### src/rtl/key_bounce_gen.sv
`default_nettype none
// ============================================================================
// Module      : key_bounce_gen
// Description : Emulates a bouncing active-low push button: press burst, hold,
//               release burst. Define KEY_BOUNCE_GEN_LFSR_EN for LFSR-randomised
//               glitch phase widths; otherwise every phase is GLITCH_FIX wide.
// Revision    : 1.0 - initial release
// ============================================================================
module key_bounce_gen #(
    parameter int          BOUNCE_CNT = 3,
    parameter int          GLITCH_FIX = 4,
    parameter int          GLITCH_W   = 3,
    parameter logic [15:0] SEED       = 16'hACE1
) (
    input  logic        clk,
    input  logic        rst_n,
    input  logic        press_req,
    input  logic [15:0] hold_len,
    input  logic        abort,
    output logic        key_out,
    output logic        busy,
    output logic        done
);

    localparam logic [1:0] c_IDLE   = 2'd0;
    localparam logic [1:0] c_BNC_DN = 2'd1;
    localparam logic [1:0] c_HOLD   = 2'd2;
    localparam logic [1:0] c_BNC_UP = 2'd3;

    localparam int              c_NPH  = 2 * BOUNCE_CNT;
    localparam int              c_IW   = (c_NPH > 1) ? $clog2(c_NPH) : 1;
    localparam logic [c_IW-1:0] c_LAST = c_IW'((BOUNCE_CNT > 0) ? c_NPH - 1 : 0);
`ifdef KEY_BOUNCE_GEN_LFSR_EN
    localparam int              c_PW   = GLITCH_W + 1;
`else
    localparam int              c_PW   = $clog2(GLITCH_FIX + 1);
`endif

    logic [1:0]      r_state;
    logic [1:0]      w_state_nxt;
    logic [c_IW-1:0] r_idx;
    logic [c_IW-1:0] w_idx_nxt;
    logic [c_PW-1:0] r_phase_cnt;
    logic [c_PW-1:0] w_width_m1;
    logic [15:0]     r_hold_cnt;
    logic [15:0]     r_hold_len;
    logic [15:0]     w_hold_src;
    logic [15:0]     w_hold_load;
    logic            w_phase_end;
    logic            w_burst_last;
    logic            w_in_burst;
    logic            w_enter_burst;
    logic            w_next_phase;
    logic            w_phase_start;
    logic            r_key;
    logic            r_busy;
    logic            r_done;
    logic            w_key_nxt;
    logic            w_busy_nxt;
    logic            w_done_nxt;

    assign w_phase_end  = (r_phase_cnt == '0);
    assign w_burst_last = w_phase_end && (r_idx == c_LAST);
    assign w_in_burst   = (r_state == c_BNC_DN) || (r_state == c_BNC_UP);

    // State register
    always_ff @(posedge clk or negedge rst_n) begin
        if (!rst_n) begin
            r_state <= c_IDLE;
        end else begin
            r_state <= w_state_nxt;
        end
    end

    // Next-state logic; a request on the done cycle is deliberately dropped
    always_comb begin
        w_state_nxt = r_state;
        if (abort) begin
            w_state_nxt = c_IDLE;
        end else begin
            case (r_state)
                c_IDLE: begin
                    if (press_req && !r_done) begin
                        w_state_nxt = (BOUNCE_CNT > 0) ? c_BNC_DN : c_HOLD;
                    end
                end
                c_BNC_DN: begin
                    if (w_burst_last) begin
                        w_state_nxt = c_HOLD;
                    end
                end
                c_HOLD: begin
                    if (r_hold_cnt == 16'd0) begin
                        w_state_nxt = (BOUNCE_CNT > 0) ? c_BNC_UP : c_IDLE;
                    end
                end
                c_BNC_UP: begin
                    if (w_burst_last) begin
                        w_state_nxt = c_IDLE;
                    end
                end
                default: w_state_nxt = c_IDLE;
            endcase
        end
    end

    // Phase sequencing inside a burst
    always_comb begin
        w_enter_burst = ((w_state_nxt == c_BNC_DN) && (r_state != c_BNC_DN)) ||
                        ((w_state_nxt == c_BNC_UP) && (r_state != c_BNC_UP));
        w_next_phase  = w_in_burst && (w_state_nxt == r_state) && w_phase_end;
        w_phase_start = w_enter_burst || w_next_phase;
        w_idx_nxt     = r_idx;
        if (w_enter_burst) begin
            w_idx_nxt = '0;
        end else if (w_next_phase) begin
            w_idx_nxt = r_idx + 1'b1;
        end
    end

    // Output logic: the press burst settles low on its final phase
    always_comb begin
        w_key_nxt  = 1'b1;
        w_busy_nxt = 1'b0;
        w_done_nxt = 1'b0;
        case (w_state_nxt)
            c_IDLE: begin
                w_done_nxt = (r_state != c_IDLE) && !abort;
            end
            c_BNC_DN: begin
                w_busy_nxt = 1'b1;
                w_key_nxt  = w_idx_nxt[0] && (w_idx_nxt != c_LAST);
            end
            c_HOLD: begin
                w_busy_nxt = 1'b1;
                w_key_nxt  = 1'b0;
            end
            c_BNC_UP: begin
                w_busy_nxt = 1'b1;
                w_key_nxt  = ~w_idx_nxt[0];
            end
            default: begin
                w_key_nxt  = 1'b1;
            end
        endcase
    end

    always_ff @(posedge clk or negedge rst_n) begin
        if (!rst_n) begin
            r_key  <= 1'b1;
            r_busy <= 1'b0;
            r_done <= 1'b0;
        end else begin
            r_key  <= w_key_nxt;
            r_busy <= w_busy_nxt;
            r_done <= w_done_nxt;
        end
    end

    // Without bursts HOLD is entered straight from IDLE, before hold_len is latched
    assign w_hold_src  = (r_state == c_IDLE) ? hold_len : r_hold_len;
    assign w_hold_load = (w_hold_src == 16'd0) ? 16'd0 : w_hold_src - 16'd1;

    always_ff @(posedge clk or negedge rst_n) begin
        if (!rst_n) begin
            r_idx       <= '0;
            r_phase_cnt <= '0;
            r_hold_cnt  <= 16'd0;
            r_hold_len  <= 16'd0;
        end else begin
            r_idx <= w_idx_nxt;
            if (w_phase_start) begin
                r_phase_cnt <= w_width_m1;
            end else if (!w_phase_end) begin
                r_phase_cnt <= r_phase_cnt - 1'b1;
            end
            if ((r_state == c_IDLE) && (w_state_nxt != c_IDLE)) begin
                r_hold_len <= hold_len;
            end
            if ((w_state_nxt == c_HOLD) && (r_state != c_HOLD)) begin
                r_hold_cnt <= w_hold_load;
            end else if (r_hold_cnt != 16'd0) begin
                r_hold_cnt <= r_hold_cnt - 16'd1;
            end
        end
    end

`ifdef KEY_BOUNCE_GEN_LFSR_EN
    localparam logic [15:0] c_SEED = (SEED == 16'd0) ? 16'hACE1 : SEED;

    logic [15:0] r_lfsr;
    logic        w_lfsr_fb;

    // Fibonacci taps 16,14,13,11; width uses the value current at phase start
    assign w_lfsr_fb  = r_lfsr[15] ^ r_lfsr[13] ^ r_lfsr[12] ^ r_lfsr[10];
    assign w_width_m1 = c_PW'(r_lfsr[GLITCH_W-1:0]);

    always_ff @(posedge clk or negedge rst_n) begin
        if (!rst_n) begin
            r_lfsr <= c_SEED;
        end else if (w_phase_start) begin
            r_lfsr <= {r_lfsr[14:0], w_lfsr_fb};
        end
    end
`else
    assign w_width_m1 = c_PW'(GLITCH_FIX - 1);
`endif

    assign key_out = r_key;
    assign busy    = r_busy;
    assign done    = r_done;

endmodule
`default_nettype wire

### config.mk
export PLATFORM = sky130hd
export DESIGN_NAME = key_bounce_gen
export DESIGN_NICKNAME = d
export VERILOG_FILES = /design/src/rtl/key_bounce_gen.sv
export SDC_FILE = /design/constraint.sdc
export NUM_CORES = 1
export LEC_CHECK = 0
export ABC_AREA = 1
export BUFFER_PORTS_ARGS = -buffer_cell sky130_fd_sc_hd__buf_2
export CAP_MARGIN = 10
export CORE_MARGIN = 2
export CORE_UTILIZATION = 25
export DETAILED_ROUTE_END_ITERATION = 8
export PLACE_DENSITY = 0.39
export SLEW_MARGIN = 30
export SYNTH_ARGS = -nofsm -noshare
export SYNTH_HDL_FRONTEND = slang
export SYNTH_SLANG_ARGS = --single-unit
### constraint.sdc
create_clock -name clk -period 3.2 [get_ports clk]
set_input_delay 0.64 -clock clk [delete_from_list [all_inputs] [get_ports clk]]
set_output_delay 0.64 -clock clk [all_outputs]
set_load 0.05 [all_outputs]
==> results of run 1 <==
layer usage:
| metal | GRT usage, % | vias to the layer above | part of all wire, % |
|---|---|---|---|
| li1 | - | 1281 | - |
| met1 | 16.6 | 1079 | 54 |
| met2 | 17.7 | 34 | 42 |
| met3 | 2.01 | 7 | 2.4 |
| met4 | 3.21 | 0 | 1.6 |
| met5 | 0 | - | 0 |
through the flow:
stage | worst slack (ns) | power (mW) | util (%) | hold WS (ns)
2_1_floorplan | 1.02 | 1.36 | - | 0.344
3_3_place_gp | 0.677 | 1.53 | 27.5 | 0.468
3_5_place_dp | 0.674 | 1.52 | 27.5 | 0.475
4_1_cts | 0.650 | 2.20 | 29.1 | 0.399
5_1_grt | 0.461 | 2.36 | 29.1 | 0.418
6_report | 0.741 | 2.17 | 29.1 | 0.365
how the worst min path moves through the flow:
| stage | slack [ns] | depth (start not counted) | to | from |
|---|---|---|---|---|
| 4_1_cts | 0.40 | 1 | r_hold_cnt[2] | rst_n |
| 2_1_floorplan | 0.34 | 0 | busy | rst_n |
| 3_5_place_dp | 0.47 | 2 | r_hold_len[11] | r_hold_len[11] |
| 5_1_grt | 0.42 | 1 | done | rst_n |
| 3_3_place_gp | 0.47 | 2 | r_hold_len[15] | r_hold_len[15] |
| 6_report | 0.37 | 1 | r_hold_cnt[12] | rst_n |
worst register-to-register path, cell delays in order, from the launching register on:
cell	delay, ns
dfrtp_1	0.48
nor2_4	0.25
buf_4	0.37
o21ai_4	0.12
ha_1	0.23
nand3_2	0.13
inv_2	0.05
nand3_2	0.09
nor2_2	0.06
nor2_4	0.26
o21ai_0	0.20
a21oi_1	0.15
sequential cells by signal, indices dropped and copies added, names as in the netlist:
register / cells
busy: 1
done: 1
key_out: 1
r_hold_cnt: 16
r_hold_len: 16
r_idx: 3
r_phase_cnt: 3
r_state: 2
cells by family (layout without fill, tap and decap cells):
| family | count (synthesis) | in the layout | share of synthesized area, % |
|---|---|---|---|
| DFF | 43 | 43 | 37.0 |
| muxes | 4 | 4 | 1.55 |
| adders and majority gates | 6 | 6 | 2.58 |
| buffers and inverters | 69 | 90 | 10.6 |
| xor gates and xnor gates | 14 | 14 | 4.21 |
| and+or+nand+nor | 189 | 189 | 30.4 |
| AOI/OAI and AO/OA | 66 | 66 | 13.7 |
synthesized netlist by cell type (2+ instances only):
master,number,area (sq um)
nand2_1,92,345
inv_1,53,199
dfrtp_1,42,1050
nor2_1,36,135
o21ai_0,23,115
a21oi_1,20,100
nand3_1,18,90.1
nand2_2,8,50.1
o21ai_1,8,40.0
nand4_1,7,43.8
nor3_1,7,35.0
xnor2_1,7,61.3
xor2_1,7,61.3
ha_1,6,75.1
inv_2,6,22.5
nor2_2,6,37.5
o21ai_2,6,52.6
nor2_4,5,56.3
buf_2,4,20.0
mux2_1,4,45.0
buf_6,3,33.8
and2_1,2,12.5
nand3_2,2,20.0
nand3b_1,2,15.0
o211ai_1,2,15.0
o21ai_4,2,32.5
final cells by class:
| type | count | area share [%] |
|---|---|---|
| sequential | 43 | 32.5 |
| tap | 143 | 5.40 |
| clock inverter | 2 | 1.81 |
| clock buffer | 6 | 3.89 |
| timing repair buffer | 23 | 3.63 |
| inverter | 59 | 6.68 |
| multi-input combinational | 279 | 46.1 |
power by group:
part           switching [mW]  total [mW]  leakage (nW)  internal (mW)
registers               0.110       0.818         0.533          0.707
clock network           0.221       0.669        0.0911          0.448
logic                   0.422       0.686         0.976          0.264
total                   0.753        2.17          1.60           1.42
==> results.toml, run 1 <==
[run_status]
status = "finished, final reports clean"

[clock_network]
h-tree-depth = 2
hold_buffers = 0
worstSkewPairLatency_ns = 0.28
clkTransAtPathRegs_ns = 0.06
clockRootBuffer = "clkbuf_16"
post_cts_buffers = 0
cts_tree = "built"
cts_buffer_depth = 2
cts_resized = 0
clock-sinks = 43
cts_buffers = 5

[run]
maxCapViolCount = 0

[setup_path]
ff2ff_path_depth = 11
cpLargestDelayFamily = "simple AND/OR/NAND/NOR gates"
required_ns = 3.41
cp-end-kind = "flop"
crit_chain = "nor2_4, buf_4, o21ai_4, ha_1, nand3_2, inv_2, nand3_2, nor2_2, nor2_4, o21ai_0, a21oi_1"
crit_end = "r_hold_cnt[10]"
path_depth = 11
critPathMaxStageDelay_ns = 0.48
crit_fanout = 26
critPathBufInv = 2
r2r-end = "r_hold_cnt[10]"
reg2reg_from = "r_state[0]"
cpMaxStageDelayCell = "dfrtp_1"
cp.arrival_ns = 2.66
critical_path_class = "reg -> reg"
worst-r2r-setup-slack_ns = 0.74
critPathLaunchType = "flop"
startpoint = "r_state[0]"

[synth]
seq_area_frac_synth_pct = 37.0
syn_nets = 417
avgSynthCellArea_sq_um = 7.45
synth_area_sq_um = 2910
ys_seq_elements = 43
netlist_instances = 391
synth_edf_count = 0
synthFlopType = "dfrtp_1"
async_flop_share_pct = 100
ys_warn_count = 0
yosysUniqueCellTypes = 39

[grt]
grt_max_degree = 44
grt_pass1_vias = 2353
grt_pass1_wl_um = 11600
gr-total-overflow = 0
grt_usage_pct = 11.5
antenna_found_initial = 0

[detailed_routing]
num_vias = 2401
wire_per_inst_um = 12.3
drtPass1Iterations = 4
wl_um = 6830
drt-initial-drc-count = 98
via_per_inst = 4.33
postRouteAntennaNets = 0
drc = 0

[layout]
multi_input_area_sq_um = 1530
fillers = 1247
drive_gt1_share_pct = 17.2
area_growth_pct = 13.8
final_cell_mix = "92 x nand2_1, 53 x inv_1, 42 x dfrtp_1"
instances_no_fill = 555
register_area_sq_um = 1080
nets = 437
post-route-cell-area_sq_um = 3310
antenna-diode-count = 0
layout_commonest_cell = "nand2_1"

[power]
peakVddDrop_mv = 0.227
p_leak_nw = 1.60
power.density_nw_per_um2 = 656

[timing]
tightest_slew_ns = 0.596
finClkSkew_ns = 0.00377
period_needed_ns = 2.46
setup-tns-final_ns = 0
fmax_mhz = 407
finalSetupViolations = 0
slew_violations = 0
hold_viol = 0
rsz0062_at_grt = "false"
fin_crit_sh_pct = 76.8
slew_headroom_pct = 60.2

[floorplan]
initial_utilization_pct = 25.6
die-area_sq_um = 12500
design.core.area_sq_um = 11400
die_x_um = 112
die_y_um = 112
io_pins = 23
rows = 39

[placed_design]
dp_hpwl_um = 5180
portBuffers = 22
dp_cells = 547
routabilityCongestion = 0.809
post_dp_cell_area_sq_um = 3120

[min_path]
hp-class = "in -> async"
Power figures use the tool's default switching activity.
==> run 2, diff against run 1 <==
==> constraint.sdc (replaced) <==
create_clock -name clk -period 2.5 [get_ports clk]
set_input_delay 0.5 -clock clk [delete_from_list [all_inputs] [get_ports clk]]
set_output_delay 0.5 -clock clk [all_outputs]
set_load 0.05 [all_outputs]
==> run 2 against run 1 <==
  * Clock power decreased by 0.6%
  * Non-clock buffer count increased by 11
  * Die area unchanged
  * Register-to-register slack got worse by 0.49 ns
  * Combinational power increased by 30%
  * Largest cell class unchanged
  * Largest power group unchanged
==> results.toml, run 2 (same netlist as run 1, synthesis figures left out) <==
[clock_network]
clkTransAtPathRegs_ns = 0.06
cts_buffer_depth = 2
post_cts_buffers = 0
clockRootBuffer = "clkbuf_16"
cts_tree = "built"
clock-sinks = 43
h-tree-depth = 2
worstSkewPairLatency_ns = 0.28
hold_buffers = 0
cts_resized = 0
cts_buffers = 5

[layout]
post-route-util_pct = 29.7
top_regs = "r_hold_cnt: 16 flops, r_hold_len: 16 flops"
drive_gt1_share_pct = 19.4
instances_no_fill = 566
post-route-cell-area_sq_um = 3380
area_growth_pct = 16.0
layout_commonest_cell = "nand2_1"
final_cell_mix = "92 x nand2_1, 53 x inv_1, 42 x dfrtp_1"
antenna-diode-count = 0
nets = 448

[placed_design]
post_dp_cell_area_sq_um = 3200
portBuffers = 22
dp_hpwl_um = 5440
routabilityCongestion = 0.826
post-place-ws_ns = 0.136
dp_cells = 556

[floorplan]
initial_utilization_pct = 25.6
die-area_sq_um = 12500
design.core.area_sq_um = 11400
die_y_um = 112
io_pins = 23
die_x_um = 112
rows = 39

[timing]
tightest_slew_ns = 0.595
slew_headroom_pct = 60.3
fin_crit_sh_pct = 90.1
finalSetupViolations = 0
finClkSkew_ns = 0.00608
setup_ws_ns = 0.248
period_needed_ns = 2.25
hold_viol = 0
fmax_mhz = 444
slew_violations = 0

[grt]
gr-total-overflow = 0
grt_pass1_vias = 2545
grt_usage_pct = 12.2
grt_max_degree = 44
antenna_found_initial = 0
grt_pass1_wl_um = 12400

[setup_path]
critical_path_class = "reg -> reg"
cp-end-kind = "flop"
required_ns = 2.65
cp.arrival_ns = 2.41
critPathLaunchType = "flop"
crit_fanout = 7

[detailed_routing]
wire_per_inst_um = 12.6
drc = 0
postRouteAntennaNets = 0
drt-initial-drc-count = 88
wl_um = 7110
num_vias = 2432
drtPass1Iterations = 6
via_per_inst = 4.30

[power]
power.density_nw_per_um2 = 769
peakVddDrop_mv = 0.249
design_power_total_mw = 2.60
p_leak_nw = 1.65

[run]
maxCapViolCount = 0

[min_path]
hp-class = "in -> async"

[run_status]
status = "finished, final reports clean"
run 2: path summary, 6_finish.rpt:
path | depth (start not counted) | slack (ns) | startpoint | to
setup reg to reg | 12 | 0.25 | r_state[0] | r_hold_cnt[6]
max in group asynchronous | 2 | 1.79 | rst_n | done
hold reg to reg | 2 | 0.49 | r_hold_len[11] | r_hold_len[11]
setup / recovery | 12 | 0.25 | r_state[0] | r_hold_cnt[6]
min in group clk | 2 | 0.46 | hold_len[10] | r_hold_len[10]
hold / removal | 2 | 0.31 | rst_n | r_hold_cnt[9]
run 2: power by group:
group / switching [mW] / internal [mW] / leakage (nW) / total (mW)
logic: 0.545 / 0.346 / 1.04 / 0.891
registers: 0.134 / 0.905 / 0.533 / 1.04
clock network: 0.268 / 0.397 / 0.0739 / 0.665
run 2: layout make-up:
class                      instances  area [sq um]
clock buffer                       7           143
inverter                          59           221
fill                            1270          7990
multi-input combinational        279          1530
tap                              143           179
clock inverter                     1          5.00
sequential                        43          1080
timing repair buffer              34           225
run 2: worst max-delay path: stages (launching register included):
cell	delay (ns)
dfrtp_1	0.40
nor2_4	0.28
nand2_1	0.14
o21ai_4	0.12
ha_1	0.24
nand3_2	0.13
inv_2	0.10
nand3_2	0.10
nor2_2	0.18
nor2_4	0.07
buf_4	0.14
o21ai_0	0.10
a21oi_1	0.10
run 2: routing by layer:
layer	share of wire (%)	track usage, %	vias to the layer above	wire [um]
met1	52	17.1	1089	3710
met4	1.2	3.13	0	85
met5	0	0	-	0
li1	-	-	1308	-
met3	2.3	2.18	7	166
met2	44	19.6	28	3150
run 2: metrics by stage:
| stage | hold WS, ns | setup TNS (ns) |
|---|---|---|
| finish | 0.308 | 0 |
| detailed placement | 0.475 | 0 |
| floorplan | 0.204 | 0 |
| global route | 0.382 | -0.000773 |
| global placement | 0.467 | 0 |
| CTS | 0.348 | 0 |
==> run 3, diff against run 2 <==
--- a/config.mk
+++ b/config.mk
@@ -11,6 +11,7 @@
 export CORE_MARGIN = 2
 export CORE_UTILIZATION = 25
 export DETAILED_ROUTE_END_ITERATION = 8
+export GPL_TIMING_DRIVEN = 0
 export PLACE_DENSITY = 0.39
 export SLEW_MARGIN = 30
 export SYNTH_ARGS = -nofsm -noshare
==> run 3 against run 2 <==
  * Cell area is 1.7% higher
  * Register-to-register slack worse by 0.08 ns
  * Global-route usage is essentially flat
  * Critical endpoint is now r_hold_cnt[7]
  * Clock power grew 2%
  * Count of clock-buffer cells in the layout is the same
  * Via count up 1.1%
  * Maximum frequency decreased by 3.5%
  * Non-clock buffer count up 4
  * Combinational power up 3.0%
  * First-iteration DRC count fell by 10%
  * Total power rose by 1.4%
  * Largest cell class unchanged
==> results.toml, run 3 (same netlist as run 1, synthesis figures left out) <==
[run_status]
status = "finished, final reports clean"

[layout]
drive_gt1_share_pct = 21.1
fillers = 1261
area_growth_pct = 18.0
post-route-cell-area_sq_um = 3440
layout_commonest_cell = "nand2_1"
final_cell_mix = "91 x nand2_1, 53 x inv_1, 41 x dfrtp_1"
nets = 452
post-route-util_pct = 30.2
top_regs = "r_hold_cnt: 16 flops, r_hold_len: 16 flops"
antenna-diode-count = 0

[floorplan]
initial_utilization_pct = 25.6
die_x_um = 112
rows = 39
io_pins = 23
design.core.area_sq_um = 11400
die-area_sq_um = 12500
die_y_um = 112

[timing]
fmax_mhz = 429
period_needed_ns = 2.33
finalSetupViolations = 0
setup_ws_ns = 0.167
rsz0062_at_grt = "true"
fin_crit_sh_pct = 93.3
hold_viol = 0
finClkSkew_ns = 0.00628
tightest_slew_ns = 0.606
slew_headroom_pct = 59.6
slew_violations = 0

[clock_network]
clock-sinks = 43
h-tree-depth = 2
cts_tree = "built"
cts_buffers = 5
clkTransAtPathRegs_ns = 0.06
worstSkewPairLatency_ns = 0.29
cts_buffer_depth = 2
clockRootBuffer = "clkbuf_16"

[placed_design]
portBuffers = 22
dp_hpwl_um = 5520
post_dp_cell_area_sq_um = 3200
routabilityCongestion = 0.821
post-place-ws_ns = -0.0174

[detailed_routing]
num_vias = 2458
wire_per_inst_um = 12.7
drt-initial-drc-count = 79
wl_um = 7240
drc = 0
postRouteAntennaNets = 0
drtPass1Iterations = 4
via_per_inst = 4.31

[grt]
grt_usage_pct = 12.3
grt_pass1_wl_um = 12500
grt_pass1_vias = 2543
gr-total-overflow = 0
grt_max_degree = 44
antenna_found_initial = 0

[setup_path]
r2r-end = "r_hold_cnt[7]"
required_ns = 2.66
ff2ff_path_depth = 15
cpMaxStageDelayCell = "dfrtp_1"
reg2reg_from = "r_state[1]"
worst-r2r-setup-slack_ns = 0.17
crit_fanout = 10
cp.arrival_ns = 2.49
critPathMaxStageDelay_ns = 0.36
cpMostUsedCell = "nor2_4"
crit_chain = "buf_4, nor2_4, buf_8, buf_12, nand2_1, o21ai_4, ha_4, nand3_2, inv_2, nand3_2, nor2_4, nor2_4, buf_6, nand2_1, a21oi_1"
cp-end-kind = "flop"
critical_path_class = "reg -> reg"
critPathLaunchType = "flop"

[min_path]
hp-class = "in -> async"

[power]
p_leak_nw = 1.66
power.density_nw_per_um2 = 766
peakVddDrop_mv = 0.252

[run]
maxCapViolCount = 0
==> run 3: changes by cell type in the layout (fill, tap and decap cells not counted), moves of 2 or more <==
cell,delta
buf_4,-2
buf_2,+2
nor2_4,+2
buf_6,+2
==> run 3: area by class of cell <==
class / count / area (sq um) / share of cell area [%]
buffer: 10 / 92.6 / 2.69
clock buffer: 7 / 143 / 4.15
clock inverter: 1 / 5.00 / 0.146
inverter: 59 / 221 / 6.45
multi-input combinational: 279 / 1560 / 45.4
sequential: 43 / 1080 / 31.4
tap: 143 / 179 / 5.21
timing repair buffer: 28 / 158 / 4.59
==> run 3: power breakdown <==
part	internal, mW	switching (mW)
Combinational	0.362	0.556
Clock	0.397	0.278
Sequential	0.905	0.134
==> run 3: worst max-delay path by stage <==
stage | from | end | slack [ns] | cells past startpoint
5_1_grt | r_phase_cnt[0] | r_hold_cnt[1] | -0.02 | 13
3_5_place_dp | r_state[0] | r_hold_cnt[7] | -0.02 | 14
6_report | r_state[1] | r_hold_cnt[7] | 0.17 | 15
2_1_floorplan | r_state[1] | r_hold_cnt[0] | 0.32 | 15
3_3_place_gp | r_state[0] | r_hold_cnt[7] | 0.01 | 14
4_1_cts | r_state[1] | r_hold_cnt[7] | 0.003 | 15
==> run 3: worst max-delay path, delay by kind of cell (launching register included) <==
family / cells / cell delay [ns]
DFF: 1 / 0.36
and+or+nand+nor: 7 / 0.81
adders and majority gates: 1 / 0.19
buffers and inverters: 5 / 0.66
AOI/OAI and AO/OA: 2 / 0.19
==> run 3: stage by stage <==
step,cells,total power [mW],TNS [ns],hold WS [ns]
5_1_grt,570,2.87,-0.0170,0.276
2_1_floorplan,391,1.74,0,0.204
6_report,570,2.63,0,0.230
3_5_place_dp,556,1.95,-0.0634,0.473
4_1_cts,564,2.64,0,0.262
3_3_place_gp,556,1.94,0,0.467
==> run 3: what timing repair did <==
| item | CTS | global route |
|---|---|---|
| buffers inserted | 0 | 6 |
| gates cloned | 0 | 0 |
| pin swaps | 0 | 4 |
| endpoints found under the setup margin | 8 | 30 |
| resized for setup | 1 | 9 |
| hold buffers | 0 | 0 |
==> run 3: metal layers <==
| metal | global-route usage [%] | wire [um] | share of wire (%) |
|---|---|---|---|
| met5 | 0 | 0 | 0 |
| met4 | 3.70 | 95 | 1.3 |
| met3 | 2.01 | 166 | 2.3 |
| met2 | 20.0 | 3250 | 45 |
| met1 | 16.8 | 3730 | 51 |
